<file path="src/rtl/msec_alarm_pkg.sv">
// Shared definitions for the millisecond alarm peripheral: register map, CTRL layout, FSM encoding.
package msec_alarm_pkg;

  localparam int unsigned DATA_W = 32;
  localparam int unsigned ADDR_W = 3;

  localparam logic [ADDR_W-1:0] REG_NOW    = 3'd0;
  localparam logic [ADDR_W-1:0] REG_CMP    = 3'd1;
  localparam logic [ADDR_W-1:0] REG_PERIOD = 3'd2;
  localparam logic [ADDR_W-1:0] REG_CTRL   = 3'd3;
  localparam logic [ADDR_W-1:0] REG_STATUS = 3'd4;

  localparam int unsigned CTRL_EN_BIT       = 0;
  localparam int unsigned CTRL_PERIODIC_BIT = 1;
  localparam int unsigned CTRL_IRQ_EN_BIT   = 2;

  typedef struct packed {
    logic irq_en;
    logic periodic;
    logic en;
  } ctrl_t;

  typedef enum logic [1:0] {
    IDLE  = 2'd0,
    ARMED = 2'd1,
    FIRED = 2'd2
  } state_e;

  // Wrap-safe deadline test: signed difference now - cmp is non-negative.
  function automatic logic is_due(input logic [DATA_W-1:0] now, input logic [DATA_W-1:0] cmp);
    logic [DATA_W-1:0] diff;
    diff = now - cmp;
    return ~diff[DATA_W-1];
  endfunction

endpackage

</file>
<file path="src/rtl/msec_alarm_regs.sv">
// Bus decode, registered ack/rdata and register file for msec_alarm.
// Overrun counter is present only when MSEC_ALARM_OVERRUN_EN is defined.
module msec_alarm_regs
  import msec_alarm_pkg::*;
#(
`ifdef MSEC_ALARM_OVERRUN_EN
  parameter int unsigned OVR_W = 8,
`endif
  parameter logic [DATA_W-1:0] CMP_RESET = 32'hFFFF_FFFF
) (
  input  logic              clk,
  input  logic              reset,
  input  logic [DATA_W-1:0] msec_elapsed,
  input  logic              bus_sel,
  input  logic              bus_wr,
  input  logic [ADDR_W-1:0] bus_addr,
  input  logic [DATA_W-1:0] bus_wdata,
  output logic [DATA_W-1:0] bus_rdata,
  output logic              bus_ack,
  input  logic              fire_c,
  input  logic              reload_c,
  output logic [DATA_W-1:0] cmp,
  output logic [DATA_W-1:0] period,
  output ctrl_t             ctrl,
  output logic              fired,
  output logic              ctrl_wr_c,
  output logic              ctrl_wen_c
);

  logic wr_c;
  logic cmp_wr_c;
  logic period_wr_c;
  logic status_wr_c;
  logic [DATA_W-1:0] status_c;
  logic [DATA_W-1:0] rd_mux_c;

  assign wr_c        = bus_sel & bus_wr;
  assign cmp_wr_c    = wr_c && (bus_addr == REG_CMP);
  assign period_wr_c = wr_c && (bus_addr == REG_PERIOD);
  assign ctrl_wr_c   = wr_c && (bus_addr == REG_CTRL);
  assign status_wr_c = wr_c && (bus_addr == REG_STATUS);
  assign ctrl_wen_c  = bus_wdata[CTRL_EN_BIT];

  // A bus write to CMP takes priority over the periodic reload.
  always_ff @(posedge clk or posedge reset) begin
    if (reset) begin
      cmp <= CMP_RESET;
    end else if (cmp_wr_c) begin
      cmp <= bus_wdata;
    end else if (fire_c && reload_c) begin
      cmp <= cmp + period;
    end
  end

  always_ff @(posedge clk or posedge reset) begin
    if (reset) begin
      period <= '0;
      ctrl   <= '0;
    end else begin
      if (period_wr_c) period <= bus_wdata;
      if (ctrl_wr_c) begin
        ctrl.en       <= bus_wdata[CTRL_EN_BIT];
        ctrl.periodic <= bus_wdata[CTRL_PERIODIC_BIT];
        ctrl.irq_en   <= bus_wdata[CTRL_IRQ_EN_BIT];
      end
    end
  end

  // Setting by a fire wins over a same-cycle write-1-to-clear.
  always_ff @(posedge clk or posedge reset) begin
    if (reset) begin
      fired <= 1'b0;
    end else if (fire_c) begin
      fired <= 1'b1;
    end else if (status_wr_c && bus_wdata[0]) begin
      fired <= 1'b0;
    end
  end

`ifdef MSEC_ALARM_OVERRUN_EN
  localparam logic [OVR_W-1:0] OVR_MAX = '1;
  logic [OVR_W-1:0] overrun;

  // A STATUS write on a fire cycle leaves the count untouched.
  always_ff @(posedge clk or posedge reset) begin
    if (reset) begin
      overrun <= '0;
    end else if (status_wr_c) begin
      if (!fire_c) overrun <= '0;
    end else if (fire_c && fired && (overrun != OVR_MAX)) begin
      overrun <= overrun + OVR_W'(1);
    end
  end
`endif

  always_comb begin
    status_c    = '0;
    status_c[0] = fired;
`ifdef MSEC_ALARM_OVERRUN_EN
    status_c[8 +: OVR_W] = overrun;
`endif
  end

  always_comb begin
    rd_mux_c = '0;
    case (bus_addr)
      REG_NOW:    rd_mux_c = msec_elapsed;
      REG_CMP:    rd_mux_c = cmp;
      REG_PERIOD: rd_mux_c = period;
      REG_CTRL:   rd_mux_c = DATA_W'(ctrl);
      REG_STATUS: rd_mux_c = status_c;
      default:    rd_mux_c = '0;
    endcase
  end

  always_ff @(posedge clk or posedge reset) begin
    if (reset) begin
      bus_ack   <= 1'b0;
      bus_rdata <= '0;
    end else begin
      bus_ack   <= bus_sel;
      bus_rdata <= (bus_sel && !bus_wr) ? rd_mux_c : '0;
    end
  end

endmodule

</file>
<file path="src/rtl/msec_alarm.sv">
// Millisecond alarm/compare peripheral: one-shot or periodic deadlines with level interrupt.
// Define MSEC_ALARM_OVERRUN_EN to include the saturating overrun counter in STATUS.
module msec_alarm
  import msec_alarm_pkg::*;
#(
  parameter int unsigned       OVR_W     = 8,
  parameter logic [DATA_W-1:0] CMP_RESET = 32'hFFFF_FFFF
) (
  input  logic              clk,
  input  logic              reset,
  input  logic [DATA_W-1:0] msec_elapsed,
  input  logic              bus_sel,
  input  logic              bus_wr,
  input  logic [ADDR_W-1:0] bus_addr,
  input  logic [DATA_W-1:0] bus_wdata,
  output logic [DATA_W-1:0] bus_rdata,
  output logic              bus_ack,
  output logic              irq
);

  if ((OVR_W < 1) || (OVR_W > 24)) begin : g_ovr_w_check
    $error("msec_alarm: OVR_W must fit in STATUS[31:8]");
  end

  state_e            state_q;
  state_e            state_d;
  logic [DATA_W-1:0] cmp;
  logic [DATA_W-1:0] period;
  ctrl_t             ctrl;
  logic              fired;
  logic              ctrl_wr_c;
  logic              ctrl_wen_c;
  logic              fire_c;
  logic              reload_c;

  msec_alarm_regs #(
`ifdef MSEC_ALARM_OVERRUN_EN
    .OVR_W     (OVR_W),
`endif
    .CMP_RESET (CMP_RESET)
  ) u_regs (
    .clk          (clk),
    .reset        (reset),
    .msec_elapsed (msec_elapsed),
    .bus_sel      (bus_sel),
    .bus_wr       (bus_wr),
    .bus_addr     (bus_addr),
    .bus_wdata    (bus_wdata),
    .bus_rdata    (bus_rdata),
    .bus_ack      (bus_ack),
    .fire_c       (fire_c),
    .reload_c     (reload_c),
    .cmp          (cmp),
    .period       (period),
    .ctrl         (ctrl),
    .fired        (fired),
    .ctrl_wr_c    (ctrl_wr_c),
    .ctrl_wen_c   (ctrl_wen_c)
  );

  assign fire_c   = (state_q == ARMED) && ctrl.en && is_due(msec_elapsed, cmp);
  assign reload_c = ctrl.periodic && (period != '0);
  assign irq      = fired & ctrl.irq_en;

  always_ff @(posedge clk or posedge reset) begin
    if (reset) state_q <= IDLE;
    else       state_q <= state_d;
  end

  // A CTRL write overrides any fire-driven transition in the same cycle.
  always_comb begin
    state_d = state_q;
    if (ctrl_wr_c) begin
      state_d = ctrl_wen_c ? ARMED : IDLE;
    end else if (fire_c && !reload_c) begin
      state_d = FIRED;
    end
  end

endmodule

</file>
<file path="config.mk">
export PLATFORM = sky130hd
export DESIGN_NAME = msec_alarm
export DESIGN_NICKNAME = d
export VERILOG_FILES = /design/src/rtl/msec_alarm_pkg.sv /design/src/rtl/msec_alarm_regs.sv /design/src/rtl/msec_alarm.sv
export SDC_FILE = /design/constraint.sdc
export NUM_CORES = 1
export LEC_CHECK = 0
export ABC_AREA = 1
export CAP_MARGIN = 30
export CORE_ASPECT_RATIO = 1.5
export CORE_MARGIN = 10
export CORE_UTILIZATION = 40
export CTS_BUF_LIST = sky130_fd_sc_hd__clkbuf_8 sky130_fd_sc_hd__clkbuf_16
export DETAILED_ROUTE_END_ITERATION = 8
export PLACE_DENSITY = 0.7
export SLEW_MARGIN = 20
export SYNTH_ARGS = -nofsm -noshare
export SYNTH_HDL_FRONTEND = slang
export SYNTH_SLANG_ARGS = --single-unit
</file>
<file path="constraint.sdc">
create_clock -name clk -period 7.52 [get_ports clk]
set_clock_uncertainty 0.2 [all_clocks]
set_input_delay 2.256 -clock clk [delete_from_list [all_inputs] [get_ports clk]]
set_output_delay 2.256 -clock clk [all_outputs]
set_load 0.01 [all_outputs]
</file>
# After elaboration in Yosys (flattened, before gate mapping)
# Cells that the tools add are included.
dict set report classes {
  muxes 9
  n_eq_ne 5
  bitwise_logic 3
  reduce_logical 18
  n_addsub 2
}
# operator count
set ops {}
lappend ops {{one-hot mux 32 bit (5 select lines)} 1}
lappend ops {{two-way mux 32 bit} 3}
lappend ops {{adder 32 bit} 1}
lappend ops {{nonzero test 32 bit} 1}
lappend ops {{subtractor 32 bit} 1}
lappend ops {{logical AND 1 bit} 11}
lappend ops {{== test 3 x 2 -> 1 bit, second input constant} 2}
lappend ops {{nonzero test 2 bit} 3}
lappend ops {{two-way mux 2 bit} 2}
lappend ops {{== test 3 x 1 -> 1 bit, second input constant} 1}
lappend ops {{== test 3 bit, second input constant} 1}
lappend ops {{logical NOT 3 bit} 1}
lappend ops {{two-way mux 1 bit} 3}
lappend ops {{AND 1 bit} 2}
lappend ops {{== test 2 x 1 -> 1 bit, second input constant} 1}
lappend ops {{logical NOT 1 bit} 2}
lappend ops {{inverter 1 bit} 1}
dict set report word_totals {
  inputBits 71
  wordCells 46
  reg_bits 103
}

# Logic depth before layout (Yosys ltp)
dict set report logic_depth {
  word_depth 6
  ltp_mapped 18
  mapped_depth_nobuf 17
}

# By module
# From an unflattened synthesis, not the netlist that was laid out.
dict set report hier_totals {
  cells_unflattened 1212
  hier_area_um2 7976.4
}
# mod instances seq_area_each_um2 area_each_um2 cells_each
set modules_own_cells {}
lappend modules_own_cells {msec_alarm_regs 1 2567.5 6876.6 1021}
lappend modules_own_cells {msec_alarm 1 50.0 1099.8 191}

# Worst setup path before layout
# OpenSTA, ideal clock, no wires.
dict set report synth_timing {
  kind {input -> register}
  startpoint {in msec_elapsed[22]}
  endpoint {reg u_regs.cmp[1]}
  path_stages 12
  slack_ns 3.607
  arrival_ns 3.652
  n_path_buf 1
  cell_sequence {ha_1 a21o_1 nor2_1 nand2_1 a21oi_1 nand2_1 nand2_2 nand4_4 nand2_4 buf_4 nand2_1 nand2_1}
}
dict set report synth_via {
  elab_chain_len 5
}
# item line_no
set synth_lines {}
lappend synth_lines {{from (decl)} msec_alarm.sv:11} ;# input logic [DATA_W-1:0] msec_elapsed,
lappend synth_lines {{subtractor 32 bit} msec_alarm_pkg.sv:32} ;# diff = now - cmp;
lappend synth_lines {{inverter 1 bit} msec_alarm_pkg.sv:33} ;# return ~diff[DATA_W-1];
lappend synth_lines {{logical AND 1 bit} msec_alarm.sv:61} ;# assign fire_c = (state_q == ARMED) && ctrl.en && is_due(msec_elapsed, cmp);
lappend synth_lines {{logical AND 1 bit} msec_alarm_regs.sv:50} ;# end else if (fire_c && reload_c) begin
lappend synth_lines {{nonzero test 2 bit (no line)} --}
lappend synth_lines {{to (signal assigned)} msec_alarm_regs.sv:49} ;# cmp <= bus_wdata;
lappend synth_lines {{to (signal assigned)} msec_alarm_regs.sv:51} ;# cmp <= cmp + period;
lappend synth_lines {{to (decl)} msec_alarm_regs.sv:22} ;# output logic [DATA_W-1:0] cmp,
# Every way passes these cells.
# A chain may end at the register's enable or synchronous reset.

# Worst setup path in the final report
dict set report layout_timing {
  startpoint {in bus_addr[2]}
  endpoint {reg u_regs.cmp[26]}
}
dict set report layout_via {
  elab_chain_len 3
}
# item line_no
set layout_lines {}
lappend layout_lines {{from (decl)} msec_alarm.sv:14} ;# input logic [ADDR_W-1:0] bus_addr,
lappend layout_lines {{== test 3 x 1 -> 1 bit *} msec_alarm_regs.sv:38} ;# assign cmp_wr_c = wr_c && (bus_addr == REG_CMP);
lappend layout_lines {{logical AND 1 bit *} msec_alarm_regs.sv:38}
lappend layout_lines {{two-way mux 32 bit / nonzero test 2 bit (equally long branches)} --}
# Mark *: on every way between the ends. The rest lies on a longest branch, timed or not.

==> results.txt <==
status: complete, no violations
DP Wirelength: 20300 µm
post-CTS sizing: 0
final setup fails: 0
cell area after layout: 9450 µm²
Critical Path Sink Type: flop
CORE AREA: 19200 µm²
starting density of the core: 0.409
htree depth: 3
Worst EP arrival: 5.17 ns
sw power: 1310 µW
fin util: 0.491
Site Rows: 62
PwrDens: 302 nW/µm²
Post-DP Area: 9140 µm²
GRT Resource Usage Total: 0.195
Die ar.: 25800 µm²
DRC: 0
syn_nets: 1312
Crit path top cell by count: nand2_1
post-DR wirelength/cell: 16.3 µm
initial antenna violation count: 0
post-synth cell types: 42
CP startpoint kind: primary input
Final ANT Viol Nets: 0
Syn Inst Count: 1179
met2 Use GR: 0.373
drt first pass iters: 5
GR Layer Usage met3: 0.0296
CTS tree: done
Crit Path Class: in -> reg
Vias: 7707
mapped cell area: 7880 µm²
Tightest Pin Transition: 0.624 ns
Reg power frac: 0.321
flops & latches, synth: 103
fin crit period: 5.09 ns
via count of the first global-routing pass: 7893
Post-Place Cells: 1512
worst hold path type: reg -> reg
critical path's largest stage delay: 0.58 ns
clock sink total: 103
Ports: 105
final net count: 1402
Setup TNS: 0 ns
RSZ-0062 raised after global routing: false
Data required, critical path: 7.60 ns
clock power share: 0.155
CTS Hold Bufs: 0
Die Height: 192 µm
Leak: 0.00497 µW
ratio of final minimum period to clock period: 0.677
crit-path max FO: 40
crit-path cells: clkdlybuf4s50_1 -> nor3_2 -> inv_2 -> nor2_4 -> inv_2 -> buf_4 -> nand3_1 -> nand2_1 -> nand2_1 -> nand2_1
postcts setup bufs: 0
Fillers: 2007
Slew HR: 0.583
DR iter-0 viols: 440
Routed WL: 24900 µm
CTS max path bufs: 2
Seq/Total Area, Yosys: 0.332
Synth warnings: 0
Slew Limit Fails: 0
Final Instance Count excl. Fillers: 1530
switching share of power: 0.459
total grt overflow: 0
CTS Buf Count: 9
global placer's final weighted congestion: 0.969
hold slack: 0.304 ns
crit-path leading delay family: buffers and inverters
Crit path buffers/inverters: 4
Die W: 135 µm
layout cells sized above 1: 0.0683
Vias/cell: 5.04
IR drop worst, VDD: 181 µV
Fmax: 0.196 GHz
largest net degree at the start of global routing: 72
Layout area overhead: 20.0%
Avg Synthesized Cell Area: 6.68 µm²
Clock Latency Late Sink: 0.36 ns
CTS root buffer: clkbuf_16
Logic pwr share: 0.524
MaxCap Viol Count: 0
Antenna diodes: 0
Port Buffers: 104
Worst-path clk slew: 0.07 ns
first-pass GRT wire length: 40000 µm
Final Hold Fails: 0
internal power: 1550 µW
grt met1 use: 0.196
grt peak-use layer: met2
Worst path slowest cell: nor2_4
-- cell usage in the layout (no fill, tap or decap), drive strengths merged, types with 2 or more instances in the layout --
master / synthesis / layout
o22ai: 4 / 4
nor2: 78 / 78
nand3: 79 / 79
mux2: 14 / 14
a21o: 3 / 3
nand3b: 5 / 5
dfrtp: 71 / 71
nor3: 5 / 5
inv: 188 / 191
clkbuf: 16 / 9
xnor2: 2 / 2
and3: 2 / 2
a31oi: 2 / 2
o21bai: 3 / 3
o21ai: 64 / 64
xor2: 2 / 2
or2: 7 / 7
and2: 2 / 2
buf: 16 / 7
clkdlybuf4s50: 0 / 104
a221oi: 2 / 2
dfstp: 32 / 32
nand2: 434 / 434
clkinv: 0 / 3
ha: 61 / 61
nor4: 2 / 2
a21oi: 50 / 50
o211ai: 27 / 27
nand4: 5 / 5
-- cells in the mapped netlist (all sizes together) --
cell type	n	area [µm²]
xnor2	2	17.5
dfrtp	71	1780
a221oi	2	17.5
o21ai	64	324
a21o	3	22.5
and2	2	12.5
o211ai	27	203
ha	61	763
o22ai	4	25.0
mux2	14	158
o221ai	1	8.76
nor3	5	35.0
and3	2	12.5
buf	16	83.8
dfstp	32	841
nand3b	5	37.5
nor4	2	12.5
a31oi	2	12.5
fa	1	20.0
o21bai	3	22.5
a21oi	50	250
nor2	78	300
nand2	434	1640
clkbuf	16	60.1
nand3	79	400
a22oi	1	7.51
or2	7	43.8
nand4	5	46.3
xor2	2	17.5
inv	188	706
-- path summary, 6_finish.rpt --
check                                      startpoint                             end  slack [ns]  cells past startpoint
setup / recovery                          bus_addr[2]      u_regs.cmp[26]$_DFFE_PP1P_        2.43                     10
hold / removal             u_regs.cmp[10]$_DFFE_PP1P_      u_regs.cmp[10]$_DFFE_PP1P_        0.30                      2
setup reg to reg           u_regs.cmp[30]$_DFFE_PP1P_      u_regs.cmp[24]$_DFFE_PP1P_        4.20                     12
hold reg to reg            u_regs.cmp[10]$_DFFE_PP1P_      u_regs.cmp[10]$_DFFE_PP1P_        0.30                      2
max in group asynchronous                       reset      u_regs.cmp[26]$_DFFE_PP1P_        4.05                      4
min in group asynchronous                       reset  u_regs.bus_rdata[28]$_DFF_PP0_        1.97                      2
-- cells by family (layout without fill, tap and decap cells) --
logic type,Yosys count,after routing,synth area share
muxes,14,14,0.0200
adders and majority gates,62,62,0.0994
buffers and inverters,220,315,0.108
AOI/OAI and AO/OA,157,157,0.113
DFF,103,103,0.332
and+or+nand+nor,619,619,0.322
xor gates and xnor gates,4,4,0.00445
-- layout make-up --
| type | count | area, µm² | share of cell area |
|---|---|---|---|
| clock buffer | 9 | 225 | 0.0238 |
| multi-input combinational | 856 | 4420 | 0.468 |
| timing repair buffer | 111 | 1120 | 0.118 |
| inverter | 188 | 708 | 0.0749 |
| sequential | 103 | 2620 | 0.277 |
| clock inverter | 7 | 42.5 | 0.00450 |
| tap | 256 | 320 | 0.0339 |
-- tightest hold or removal path: cells and delay by family, from the launching register on --
family | cells | cell delay, ns
DFF | 1 | 0.38
and+or+nand+nor | 2 | 0.12
-- through the flow --
stage               power [µW]  setup WS [ns]
finish                    2860           2.43
global route              3130           2.16
CTS                       2870           2.45
detailed placement        2420           2.07
global placement          2400           2.16
floorplan                 1960           2.41
-- metal layers --
metal  up-vias  routed length (µm)  part of all wire
met5         -                   0                 0
met4         0                1390             0.056
met3        76                 828             0.033
met2       191               13300              0.54
met1      3523                9340              0.38
li1       3917                   -                 -
-- power by group through the flow --
stage	sequential [µW]	clock [µW]	combinational [µW]
after floorplan	843	0	1110
after global placement	923	0	1470
after detailed placement	924	0	1490
after CTS	914	453	1500
after global routing	931	478	1730
final	916	444	1500
-- state kept, by name, indices dropped and copies added, names as in the netlist --
register	cells
u_regs.bus_ack	1
state_q	2
u_regs.bus_rdata	32
u_regs.period	32
u_regs.ctrl	3
u_regs.fired	1
u_regs.cmp	32
Power figures use the tool's default switching activity.
